$ cat config.mk
export PLATFORM = sky130hd
export DESIGN_NAME = mem_port_arbiter_flat
export DESIGN_NICKNAME = d
export VERILOG_FILES = /design/src/rtl/mem_arb_pkg.sv /design/src/rtl/mem_port_arbiter_if.sv /design/src/rtl/arb_prio_pick.sv /design/src/rtl/mem_port_arbiter.sv /design/src/flat_wrapper.sv
export SDC_FILE = /design/constraint.sdc
export NUM_CORES = 1
export LEC_CHECK = 0
export ABC_AREA = 1
export CAP_MARGIN = 25
export CELL_PAD_IN_SITES_DETAIL_PLACEMENT = 1
export CELL_PAD_IN_SITES_GLOBAL_PLACEMENT = 1
export CORE_ASPECT_RATIO = 1.5
export CORE_MARGIN = 5
export CORE_UTILIZATION = 31
export DETAILED_ROUTE_END_ITERATION = 10
export PLACE_DENSITY_LB_ADDON = 0.25
export SLEW_MARGIN = 20
export SYNTH_ARGS = -nofsm -noshare
export SYNTH_HDL_FRONTEND = slang
export SYNTH_SLANG_ARGS = --single-unit
$ cat constraint.sdc
create_clock -name clk -period 1.6 [get_ports clk]
set_input_delay 0.48 -clock clk [delete_from_list [all_inputs] [get_ports clk]]
set_output_delay 0.48 -clock clk [all_outputs]
set_load 0.05 [all_outputs]
$ cat src/rtl/mem_arb_pkg.sv
// Shared types for the two-requester memory port arbiter.
// Holds FSM states, owner encoding and default widths.
package mem_arb_pkg;

    localparam int ADDR_W   = 8;
    localparam int DATA_W   = 8;
    localparam int STREAK_W = 4;

    typedef enum logic [1:0] {
        IDLE,
        ACCESS,
        RESP
    } state_t;

    typedef enum logic {
        OWN_IF = 1'b0,
        OWN_D  = 1'b1
    } owner_t;

endpackage

$ cat src/rtl/mem_port_arbiter_if.sv
// Requester and Memory-side signals of the arbiter.
// slave = arbiter side, master = core/memory side.
interface mem_port_arbiter_if #(
    parameter int ADDR_W = mem_arb_pkg::ADDR_W,
    parameter int DATA_W = mem_arb_pkg::DATA_W
);
    logic              if_req;
    logic [ADDR_W-1:0] if_addr;
    logic              if_ack;
    logic [DATA_W-1:0] if_rdata;
    logic              d_req;
    logic              d_we;
    logic [ADDR_W-1:0] d_addr;
    logic [DATA_W-1:0] d_wdata;
    logic              d_ack;
    logic [DATA_W-1:0] d_rdata;
    logic              mem_write;
    logic              mem_read;
    logic [ADDR_W-1:0] mem_addr;
    logic [DATA_W-1:0] mem_wdata;
    logic [DATA_W-1:0] mem_rdata;
    logic              busy;

    modport slave (
        input  if_req, if_addr,
        input  d_req, d_we, d_addr, d_wdata,
        input  mem_rdata,
        output if_ack, if_rdata,
        output d_ack, d_rdata,
        output mem_write, mem_read,
        output mem_addr, mem_wdata,
        output busy
    );

    modport master (
        output if_req, if_addr,
        output d_req, d_we, d_addr, d_wdata,
        output mem_rdata,
        input  if_ack, if_rdata,
        input  d_ack, d_rdata,
        input  mem_write, mem_read,
        input  mem_addr, mem_wdata,
        input  busy
    );

endinterface

$ cat src/rtl/arb_prio_pick.sv
// Fixed D-over-IF priority with a streak limit that lets a
// waiting IF request win after MAX_STREAK back-to-back D grants.
module arb_prio_pick
    import mem_arb_pkg::*;
#(
    parameter int MAX_STREAK = 3
) (
    input  logic                if_req,
    input  logic                d_req,
    input  logic [STREAK_W-1:0] streak,
    output logic                grant,
    output owner_t              owner,
    output logic [STREAK_W-1:0] streak_nxt
);

    localparam logic [STREAK_W-1:0] MAX = STREAK_W'(MAX_STREAK);

    logic d_first;
    logic if_win;
    logic d_late;

    assign d_first = d_req && (streak < MAX);
    assign if_win  = !d_first && if_req;
    assign d_late  = !d_first && !if_req && d_req;

    always_comb begin
        grant      = 1'b0;
        owner      = OWN_D;
        streak_nxt = streak;
        unique case (1'b1)
            d_first: begin
                grant      = 1'b1;
                owner      = OWN_D;
                // streak < MAX here, so the increment saturates at MAX
                streak_nxt = if_req ? streak + 1'b1 : '0;
            end
            if_win: begin
                grant      = 1'b1;
                owner      = OWN_IF;
                streak_nxt = '0;
            end
            d_late: begin
                grant      = 1'b1;
                owner      = OWN_D;
                streak_nxt = '0;
            end
            default: ;
        endcase
    end

endmodule

$ cat src/rtl/mem_port_arbiter.sv
// Shares one single-port memory between instruction fetch and data
// access using an IDLE -> ACCESS -> RESP one-shot transaction FSM.
module mem_port_arbiter
    import mem_arb_pkg::*;
#(
    parameter int ADDR_W     = mem_arb_pkg::ADDR_W,
    parameter int DATA_W     = mem_arb_pkg::DATA_W,
    parameter int MAX_STREAK = 3
) (
    input logic                clk,
    input logic                rst_n,
    mem_port_arbiter_if.slave  bus
);

    state_t              state_q;
    state_t              state_d;
    owner_t              owner_q;
    owner_t              owner_pick;
    logic                we_q;
    logic [ADDR_W-1:0]   addr_q;
    logic [DATA_W-1:0]   wdata_q;
    logic [DATA_W-1:0]   if_rdata_q;
    logic [DATA_W-1:0]   d_rdata_q;
    logic [STREAK_W-1:0] streak_q;
    logic [STREAK_W-1:0] streak_nxt;
    logic                grant;
    logic                take;
    logic                pick_d;

    arb_prio_pick #(
        .MAX_STREAK (MAX_STREAK)
    ) u_pick (
        .if_req     (bus.if_req),
        .d_req      (bus.d_req),
        .streak     (streak_q),
        .grant      (grant),
        .owner      (owner_pick),
        .streak_nxt (streak_nxt)
    );

    assign take   = (state_q == IDLE) && grant;
    assign pick_d = (owner_pick == OWN_D);

    always_comb begin
        state_d = state_q;
        unique case (state_q)
            IDLE:    if (grant) state_d = ACCESS;
            ACCESS:  state_d = RESP;
            RESP:    state_d = IDLE;
            default: state_d = IDLE;
        endcase
    end

    always_ff @(posedge clk or negedge rst_n) begin
        if (!rst_n) begin
            state_q    <= IDLE;
            owner_q    <= OWN_IF;
            we_q       <= 1'b0;
            addr_q     <= '0;
            wdata_q    <= '0;
            if_rdata_q <= '0;
            d_rdata_q  <= '0;
            streak_q   <= '0;
        end else begin
            state_q <= state_d;
            if (state_q == IDLE) streak_q <= streak_nxt;
            // IF is read-only, so its grant forces a read
            if (take) begin
                owner_q <= owner_pick;
                we_q    <= pick_d && bus.d_we;
                addr_q  <= pick_d ? bus.d_addr : bus.if_addr;
                wdata_q <= pick_d ? bus.d_wdata : '0;
            end
            if ((state_q == ACCESS) && !we_q) begin
                if (owner_q == OWN_D) d_rdata_q  <= bus.mem_rdata;
                else                  if_rdata_q <= bus.mem_rdata;
            end
        end
    end

    assign bus.mem_write = (state_q == ACCESS) && we_q;
    assign bus.mem_read  = (state_q == ACCESS) && !we_q;
    assign bus.mem_addr  = addr_q;
    assign bus.mem_wdata = wdata_q;
    assign bus.if_ack    = (state_q == RESP) && (owner_q == OWN_IF);
    assign bus.d_ack     = (state_q == RESP) && (owner_q == OWN_D);
    assign bus.if_rdata  = if_rdata_q;
    assign bus.d_rdata   = d_rdata_q;
    assign bus.busy      = (state_q != IDLE);

endmodule
$ cat src/flat_wrapper.sv
// flat-port wrapper written by rule: the top's interface ports become plain ports
module mem_port_arbiter_flat import mem_arb_pkg::*;
#(
    parameter int ADDR_W     = mem_arb_pkg::ADDR_W,
    parameter int DATA_W     = mem_arb_pkg::DATA_W,
    parameter int MAX_STREAK = 3
)
  (clk, rst_n, bus_if_req, bus_if_addr, bus_d_req, bus_d_we, bus_d_addr, bus_d_wdata, bus_mem_rdata, bus_if_ack, bus_if_rdata, bus_d_ack, bus_d_rdata, bus_mem_write, bus_mem_read, bus_mem_addr, bus_mem_wdata, bus_busy);
  mem_port_arbiter_if #(.ADDR_W(ADDR_W), .DATA_W(DATA_W)) bus_i ();
  input logic clk;
  input logic rst_n;
  input wire logic [$bits(bus_i.if_req)-1:0] bus_if_req;
  input wire logic [$bits(bus_i.if_addr)-1:0] bus_if_addr;
  input wire logic [$bits(bus_i.d_req)-1:0] bus_d_req;
  input wire logic [$bits(bus_i.d_we)-1:0] bus_d_we;
  input wire logic [$bits(bus_i.d_addr)-1:0] bus_d_addr;
  input wire logic [$bits(bus_i.d_wdata)-1:0] bus_d_wdata;
  input wire logic [$bits(bus_i.mem_rdata)-1:0] bus_mem_rdata;
  output wire logic [$bits(bus_i.if_ack)-1:0] bus_if_ack;
  output wire logic [$bits(bus_i.if_rdata)-1:0] bus_if_rdata;
  output wire logic [$bits(bus_i.d_ack)-1:0] bus_d_ack;
  output wire logic [$bits(bus_i.d_rdata)-1:0] bus_d_rdata;
  output wire logic [$bits(bus_i.mem_write)-1:0] bus_mem_write;
  output wire logic [$bits(bus_i.mem_read)-1:0] bus_mem_read;
  output wire logic [$bits(bus_i.mem_addr)-1:0] bus_mem_addr;
  output wire logic [$bits(bus_i.mem_wdata)-1:0] bus_mem_wdata;
  output wire logic [$bits(bus_i.busy)-1:0] bus_busy;
  assign bus_i.if_req = bus_if_req;
  assign bus_i.if_addr = bus_if_addr;
  assign bus_i.d_req = bus_d_req;
  assign bus_i.d_we = bus_d_we;
  assign bus_i.d_addr = bus_d_addr;
  assign bus_i.d_wdata = bus_d_wdata;
  assign bus_i.mem_rdata = bus_mem_rdata;
  assign bus_if_ack = bus_i.if_ack;
  assign bus_if_rdata = bus_i.if_rdata;
  assign bus_d_ack = bus_i.d_ack;
  assign bus_d_rdata = bus_i.d_rdata;
  assign bus_mem_write = bus_i.mem_write;
  assign bus_mem_read = bus_i.mem_read;
  assign bus_mem_addr = bus_i.mem_addr;
  assign bus_mem_wdata = bus_i.mem_wdata;
  assign bus_busy = bus_i.busy;
  mem_port_arbiter #(.ADDR_W(ADDR_W), .DATA_W(DATA_W), .MAX_STREAK(MAX_STREAK)) u_core (.clk(clk), .rst_n(rst_n), .bus(bus_i));
endmodule
# == After elaboration in Yosys (flattened, before gate mapping) ==
# Index checks and enable logic that the tools add are counted.
# totals
elab_cells,43
regBits,40
in_bits,37
# op_classes
muxes,8
n_reduce_logical,21
bitwise_logic,1
addsub,1
eq_ne,3
magnitude_cmp,1
# ops
operator,count
2-to-1 mux 8 bit,2
logical AND 1 bit,10
one-hot mux 4 bit (2 select lines),1
AND reduction 2 bit,3
"adder 4 x 1 -> 4 bit, second input constant",1
"< comparator 4 x 2 -> 1 bit, second input constant",1
2-to-1 mux 4 bit,1
one-hot mux 2 bit (2 select lines),1
nonzero test 2 bit,2
logical NOT 1 bit,3
OR reduction 3 bit,1
"== test 2 x 1 -> 1 bit, second input constant",1
"== test 2 bit, second input constant",1
logical NOT 2 bit,1
2-to-1 mux 1 bit,2
2-to-1 mux 2 bit,1
"!= test 2 x 1 -> 1 bit, second input constant",1
OR reduction 2 bit,1
inverter 1 bit,1

# == Longest topological paths before layout ==
# Gate-level depths: netlist (run 1).
# logic_depth
depth_word,9
ltp_mapped,7
ltp_nobuf,7

# == Hierarchy ==
# A second synthesis (run 1) with hierarchy kept.
# unflattened
hier_cells,224
hier_area_um2,1933.1
# by_module_without_submodules
module,instances,cells_per_inst,seq_area_each_um2,area_each_um2
mem_port_arbiter,1,202,1001.0,1824.2
arb_prio_pick,1,22,0.0,108.9

# == Worst setup path after synthesis (run 1) ==
# OpenSTA, ideal clock, no wires.
# synth_timing
path_type,register to output
from,register u_core.state_q[1]
to,output port bus_d_ack
stages_incl_launch_ff,3
required_ns,1.120
path_buffers,0
slack_ns,-0.457
t_arrival_ns,1.577
path_cell_list,dfrtp_1 inv_2 nor3_1
# synth_via
elab_chain_cells,2
# synth_rtl
item,line,text
start: declaration,mem_port_arbiter.sv:15,state_t state_q;
start signal: assignment,mem_port_arbiter.sv:65,state_q <= state_d;
== test 2 bit,mem_port_arbiter.sv:86,assign bus.d_ack = (state_q == RESP) && (owner_q == OWN_D);
logical AND 1 bit,mem_port_arbiter.sv:86,
end: declaration,flat_wrapper.sv:21,output wire logic [$bits(bus_i.d_ack)-1:0] bus_d_ack;
# Every way passes these cells.

# == Worst setup path after layout (run 1) ==
# layout_timing
from,register u_core.state_q[1]
to,output port bus_mem_read
# layout_via
elab_chain_cells,2
# layout_rtl
item,line,text
== test 2 x 1 -> 1 bit,mem_port_arbiter.sv:82,assign bus.mem_read = (state_q == ACCESS) && !we_q;
logical AND 1 bit,mem_port_arbiter.sv:82,
end: declaration,flat_wrapper.sv:24,output wire logic [$bits(bus_i.mem_read)-1:0] bus_mem_read;
# Every way passes these cells.

==> reports/results.tsv, run 1 <==
stage	metric	value	unit
status	outcome	complete, but fails checks	
status	failing checks	setup timing	
worst_setup_path	Reg2Reg Setup Slack	0.10	ns
yosys	Post-Syn Area	0.001813	sq mm
yosys	post-synthesis compound-gate area fraction	7.522	%
placed_design	dpl cells	350	
worst_hold_path	min-delay worst type	in2async	
detailed_routing	Via Count	1602	
timing	achievable frequency	600.2	MHz
worst_setup_path	CP Max Fanout	4	
global_routing	largest net degree at the start of global routing	27	
timing	post-layout minimum cycle time	1.666	ns
worst_setup_path	Worst Path Buf+Inv	1	
yosys	Unique masters post-synth	17	
detailed_routing	post-route ant nets	0	
finish	Total Nets Final	325	
timing	setup ws final	-0.06612	ns
yosys	ranking of synthesized cells by area	dfrtp_1, nand2_1, nand3_1	
placed_design	DPL Wire Length	4136	um
floorplan	starting density of the core	31.57	%
timing	final max-slew violation count	0	
clocking	Worst-path clk slew	0.08	ns
clocking	Clock Latency Late Sink	0.28	ns
yosys	syn_nets	242	
clocking	CTS sink count	40	
yosys	Syn Area/Cell	8.887	sq um
worst_setup_path	CP arrival	1.19	ns
pwr	Worst VDD drop	0.001104	V
finish	fin cells	360	
worst_setup_path	RR Endpoint	u_core.bus.d_rdata[5]	
detailed_routing	drt via density	4.450	
clocking	CTS max path bufs	2	
placed_design	port bufs	73	
timing	Worst-Margin Slew	0.4093	ns
yosys	Synth top area share	55.21	%
yosys	Yosys reg bits	40	
detailed_routing	DRT Pass-1 Iters	4	
worst_setup_path	CP max stage cell	dfrtp_2	
yosys	register area share after synthesis	55.21	%
worst_setup_path	kind of end point of the critical path	output pin	
yosys	synth warn	0	
yosys	simple-gate share of the synthesized area	25.26	%
finish	commonest non-fill, non-tap cell in the layout	nand2_1	
worst_setup_path	required time of the critical path	1.12	ns
placed_design	dpl ws	-0.1730	ns
global_routing	first-pass GRT wire length	8217	um
finish	ant diodes	0	
timing	final setup fails	4	
pwr	total chip power	0.007623	W
worst_setup_path	Worst path top cell family by delay	flip-flops	
global_routing	All-Layer GR Usage	13.95	%
placed_design	GP Congestion	0.7516	
global_routing	initial antenna violation count	0	
detailed_routing	drc violations	0	
global_routing	GR Overflow Total	0	
timing	Fin. Hold Viols	0	
yosys	dominant cell type by area after synthesis	dfrtp_1	
floorplan	chip width	72.44	um
clocking	hold buffer count at cts	0	
clocking	H-tree depth	2	
yosys	dominant combinational cell family by area after synthesis	simple AND/OR/NAND/NOR gates	
clocking	Root Buffer	clkbuf_8	
finish	commonest non-fill, non-tap cells in the layout	nand2_1, buf_12, dfrtp_1	
floorplan	num ports	74	
placed_design	placed cell areas	0.003044	sq mm
detailed_routing	DR iter-0 viols	43	
floorplan	Placeable Area	0.005743	sq mm
yosys	Cells after Synth	204	
worst_setup_path	FF-to-FF path depth	5	
worst_setup_path	critical path's largest stage delay	0.48	ns
floorplan	Die Footprint	0.007509	sq mm
finish	Final Cell Area	0.003201	sq mm
finish	share of cells above drive strength 1	28.82	%
clocking	CTS tree	yes	
finish	area delta synth->final	76.54	%
detailed_routing	wire length per cell	13.88	um
timing	Max-slew headroom	72.71	%
yosys	Post-Synth XOR/XNOR Area	0	%
floorplan	die span in y	103.7	um
worst_setup_path	worst flop-to-flop path startpoint	u_core.state_q[1]	
timing	RSZ-0062 raised after global routing	yes	
pwr	Pleak	1.580	nW
worst_setup_path	CP Launch Type	flop	
global_routing	vias in the first global route	1750	
pwr	PD cells	2382	mW/mm^2
worst_setup_path	worst-path cell chain	nor3_4 > buf_12	
timing	worst hold slack	0.1147	ns
floorplan	Rows	34	
clocking	total CTS buffers	5	
detailed_routing	routed wire length	4996	um
flow_run	max-cap viol count	0	
yosys	post-synthesis mux area share	0	%
finish	Layout fillers	624	
worst_setup_path	WS Path Type	reg2out	
timing	clk_skew	0.002464	ns
yosys	adder-cell area share of the yosys netlist	0.6901	%
timing	Final period util	104.1	%
worst max-delay path by stage:
stage                      startpoint                      to  slack [ns]  depth (start not counted)
floorplan           u_core.state_q[1]              bus_if_ack       -0.43                          2
global placement            bus_d_req  u_core.bus.mem_addr[4]       -0.16                          9
detailed placement          bus_d_req  u_core.bus.mem_addr[6]       -0.17                          9
CTS                 u_core.state_q[0]            bus_mem_read       -0.11                          3
global route           u_core.owner_q               bus_d_ack       -0.11                          3
finish              u_core.state_q[1]            bus_mem_read       -0.07                          2
registers in the layout, indices dropped and copies added (netlist names):
register / flops
u_core.streak_q: 4
u_core.we_q: 1
u_core.owner_q: 1
u_core.bus.if_rdata: 8
u_core.state_q: 2
u_core.bus.mem_addr: 8
u_core.bus.d_rdata: 8
u_core.bus.mem_wdata: 8
cell usage after synthesis:
| cell | instances |
|---|---|
| inv_4 | 1 |
| nand2_4 | 2 |
| nand3_1 | 25 |
| buf_4 | 1 |
| nor3_1 | 4 |
| inv_1 | 30 |
| o21ai_2 | 8 |
| nor3_4 | 1 |
| inv_2 | 3 |
| nor2_1 | 5 |
| a21oi_4 | 1 |
| ha_1 | 1 |
| nand2_1 | 63 |
| buf_6 | 6 |
| dfrtp_1 | 40 |
| o21ai_0 | 10 |
| nand2_2 | 3 |
metal layers:
metal | GRT usage [%] | part of all wire [%] | vias up
met5 | 0 | 0 | -
met4 | 3.958 | 1.4 | 0
met3 | 3.488 | 7.2 | 5
met2 | 27.51 | 57 | 57
met1 | 13.62 | 34 | 745
li1 | - | - | 795
where the power goes:
part / leakage, nW / switching [W] / internal (W)
Sequential: 0.496 / 0.000527 / 0.00148
Combinational: 1.03 / 0.00257 / 0.00223
Clock: 0.0541 / 0.000353 / 0.000462
cell families (layout without fill, tap and decap cells):
| logic type | count (synthesis) | count (layout) |
|---|---|---|
| simple gates | 103 | 103 |
| buf+inv | 41 | 125 |
| flops | 40 | 40 |
| compound gates | 19 | 19 |
| fa+ha+maj | 1 | 1 |
cell type report:
cell class,instances,area [sq um],share of cell area [%]
inverters,34,135.1,4.222
well taps,72,90.09,2.815
clock inverters,3,42.54,1.329
multi-input cells,123,639.4,19.98
clock buffers,5,68.82,2.150
flip-flops and latches,40,1003,31.35
repair buffers,83,1221,38.15
through the flow:
step	utilization, %	TNS [ns]
floorplan	-	-0.9289
global route	55.73	-0.4386
detailed placement	53.01	-2.672
finish	55.73	-0.2071
global placement	53.01	-2.253
CTS	55.32	-0.3431
what timing repair did:
| item | 4_1_cts | 5_1_grt |
|---|---|---|
| buffers inserted | 1 | 1 |
| gates resized for setup | 4 | 5 |
| pin swaps | 1 | 4 |
| setup endpoints to repair | 5 | 7 |
No activity file was read; power rests on OpenSTA's default activity.
==> run 2, diff against run 1 <==
GPL_ROUTABILITY_DRIVEN = 1   (was not set)
SYNTH_HIERARCHICAL = 1   (was not set)
==> run 2 against run 1 <==
  * The run still ends with setup timing left
  * Non-clock buffer count is 10 higher
  * Sequential cell count did not move
  * Combinational power up 11%
  * Worst hold slack worse by 0.031 ns
  * Via count rose by 14%
  * Critical path type unchanged
  * Worst setup slack lost 0.051 ns
  * Critical path depth rose by 1
  * Total power grew 8.1%
  * Synthesized area increased by 6.6%
  * Global-route usage is 1.1 points higher
  * Sequential power about the same
  * Critical endpoint is now bus_d_ack
  * Largest power group unchanged
  * Highest routed layer unchanged
==> reports/results.tsv, run 2 <==
stage	metric	value	unit	change
worst_setup_path	CP arrival	1.24	ns	+0.05 ns
global_routing	All-Layer GR Usage	15.03	%	+1.1 points
yosys	Top FF cell, synth	dfrtp_1		
global_routing	largest net degree at the start of global routing	27		unchanged
floorplan	starting density of the core	31.53	%	-0.038 points
global_routing	initial antenna violation count	0		unchanged
timing	achievable frequency	582.4	MHz	-3.0%
yosys	register area share after synthesis	51.78	%	-3.4 points
timing	Final period util	107.3	%	+3.2 points
floorplan	chip width	74.48	um	+2.8%
worst_setup_path	critical path launch point	u_core/state_q[0]		
pwr	Worst VDD drop	0.001041	V	-5.8%
yosys	syn_nets	262		+8.3%
detailed_routing	wire length per cell	14.75	um	+6.3%
status	outcome	complete, but fails checks		
clocking	CTS tree	yes		
yosys	Synth top area share	51.78	%	-3.4 points
placed_design	GP Congestion	0.8070		+7.4%
yosys	ranking of synthesized cells by area	dfrtp_1, nand2_1, nand4_1		
worst_setup_path	CP max stage cell	dfrtp_1		
finish	share of cells above drive strength 1	31.43	%	+2.6 points
detailed_routing	post-route ant nets	0		unchanged
status	failing checks	setup timing		
timing	clk_skew	0.008396	ns	+0.005932 ns
finish	Final Cell Area	0.003442	sq mm	+7.5%
detailed_routing	DRT Pass-1 Iters	4		unchanged
yosys	EDFF count, synth	0		unchanged
global_routing	vias in the first global route	1909		+9.1%
clocking	total CTS buffers	5		unchanged
pwr	PD cells	2393	mW/mm^2	+0.48%
worst_setup_path	FF-to-FF path depth	8		+3
worst_setup_path	WS Path Type	reg2out		
detailed_routing	drt via density	4.697		+5.5%
worst_setup_path	required time of the critical path	1.12	ns	about the same
worst_hold_path	min-delay worst type	in2async		
yosys	Cells after Synth	224		+9.8%
yosys	count leader, synth	nand2_1		
clocking	Clock Latency Late Sink	0.29	ns	about the same
floorplan	Placeable Area	0.006131	sq mm	+6.8%
detailed_routing	routed wire length	5739	um	+15%
clocking	Worst-path clk slew	0.08	ns	about the same
timing	post-layout minimum cycle time	1.717	ns	+0.05084 ns
detailed_routing	DR iter-0 viols	44		+2.3%
timing	Fin. Hold Viols	0		unchanged
yosys	most common library cells after synthesis	nand2_1, dfrtp_1, nand4_1, inv_1, o21ai_0		
clocking	hold buffer count at cts	0		unchanged
placed_design	placed cell areas	0.003244	sq mm	+6.6%
pwr	Pleak	1.683	nW	+6.5%
timing	RSZ-0062 raised after global routing	yes		
worst_setup_path	Reg2Reg Setup Slack	0.11	ns	about the same
timing	final max-slew violation count	0		unchanged
floorplan	die span in y	106.7	um	+2.9%
placed_design	port bufs	73		unchanged
worst_setup_path	worst-path cell chain	buf_4 > nor3_4 > buf_12		
floorplan	num ports	74		unchanged
worst_setup_path	CP Launch Type	flop		
detailed_routing	drc violations	0		unchanged
worst_setup_path	RR Endpoint	u_core/bus.mem_addr[1]		
yosys	synth warn	6		+6
worst_setup_path	CP Max Fanout	3		-1
finish	commonest non-fill, non-tap cell in the layout	nand2_1		
worst_setup_path	critical path's largest stage delay	0.41	ns	-0.07 ns
flow_run	max-cap viol count	0		unchanged
timing	setup ws final	-0.1170	ns	-0.05084 ns
floorplan	Rows	35		+2.9%
worst_setup_path	worst flop-to-flop path startpoint	u_core/streak_q[0]		
finish	Total Nets Final	352		+8.3%
global_routing	GR Overflow Total	0		unchanged
clocking	H-tree depth	2		unchanged
detailed_routing	Via Count	1827		+14%
pwr	total chip power	0.008238	W	+8.1%
clocking	CTS sink count	40		unchanged
yosys	Syn Area/Cell	8.630	sq um	-2.9%
worst_setup_path	kind of end point of the critical path	output pin		
floorplan	Die Footprint	0.007948	sq mm	+5.8%
finish	ant diodes	0		unchanged
timing	Max-slew headroom	76.16	%	+3.4 points
yosys	dominant cell type by area after synthesis	dfrtp_1		
finish	area delta synth->final	78.06	%	
placed_design	DPL Wire Length	4546	um	+9.9%
clocking	CTS max path bufs	2		unchanged
yosys	asr flop ratio synth	100.0	%	unchanged
global_routing	first-pass GRT wire length	9156	um	+11%
finish	commonest non-fill, non-tap cells in the layout	nand2_1, buf_12, dfrtp_1		
clocking	Root Buffer	clkbuf_8		
yosys	Yosys reg bits	40		unchanged
yosys	Post-Syn Area	0.001933	sq mm	+6.6%
yosys	Unique masters post-synth	22		+5
timing	final setup fails	5		+1
timing	Worst-Margin Slew	0.3576	ns	-0.05168 ns
==> run 2: repair_timing <==
item / CTS / global route
resized for setup: 2 / 1
pin swaps: 4 / 1
cloned: 0 / 1
setup endpoints to repair: 5 / 9
endpoints found under the hold margin: 0 / 0
setup buffers: 4 / 0
==> run 2: how the worst max path moves through the flow <==
stage / endpoint / slack (ns)
after global routing: bus_d_ack / -0.16
final: bus_d_ack / -0.12
after CTS: bus_d_ack / -0.14
after floorplan: bus_mem_write / -0.11
after global placement: u_core/bus.mem_addr[1] / -0.15
after detailed placement: u_core/bus.mem_addr[2] / -0.23
==> run 2: cell type report <==
cell class | instances | area (sq um)
fill | 679 | 2689
sequential | 40 | 1003
inverter | 19 | 72.57
clock inverter | 1 | 30.03
tap | 74 | 92.59
clock buffer | 7 | 96.34
timing repair buffer | 93 | 1326
multi-input combinational | 155 | 820.8
==> run 2: power by group <==
group | total (W) | internal, W | switching, W
Clock | 0.000908 | 0.000551 | 0.000358
Sequential | 0.00201 | 0.00148 | 0.000526
Combinational | 0.00532 | 0.00243 | 0.00289
Total | 0.00824 | 0.00446 | 0.00378
==> run 2: per-stage QoR <==
step                      setup WS (ns)  cells  utilization [%]  setup TNS (ns)  hold WS (ns)
final                           -0.1170    389            56.14         -0.4358       0.08356
after global routing            -0.1648    389            56.14         -0.6944       0.09472
after CTS                       -0.1385    388            55.69         -0.5767       0.08279
after detailed placement        -0.2305    376            52.92          -3.559        0.4106
after global placement          -0.1497    376            52.92          -2.470        0.4019
after floorplan                 -0.1110    224                -         -0.1110        0.1844
==> run 2: per-layer routing <==
metal | part of all wire (%) | wire (um) | up-vias | track usage (%)
met4 | 1.3 | 72 | 0 | 5.344
li1 | - | - | 892 | -
met5 | 0 | 0 | - | 0
met3 | 6.3 | 361 | 5 | 3.002
met1 | 35 | 2011 | 872 | 16.02
met2 | 57 | 3295 | 58 | 28.11
==> run 2: cell families (layout without fill, tap and decap cells) <==
family / count (synthesis) / in the layout / share of synthesized area, %
compound gates: 17 / 17 / 5.955
buf+inv: 29 / 120 / 8.219
simple gates: 137 / 137 / 33.40
flops: 40 / 40 / 51.78
fa+ha+maj: 1 / 1 / 0.6471
==> run 2: critical path, delay by kind of cell, from the launching register on <==
kind                   cells  cell delay (ns)
DFF                        1             0.41
buffers and inverters      2             0.32
and+or+nand+nor            1             0.21
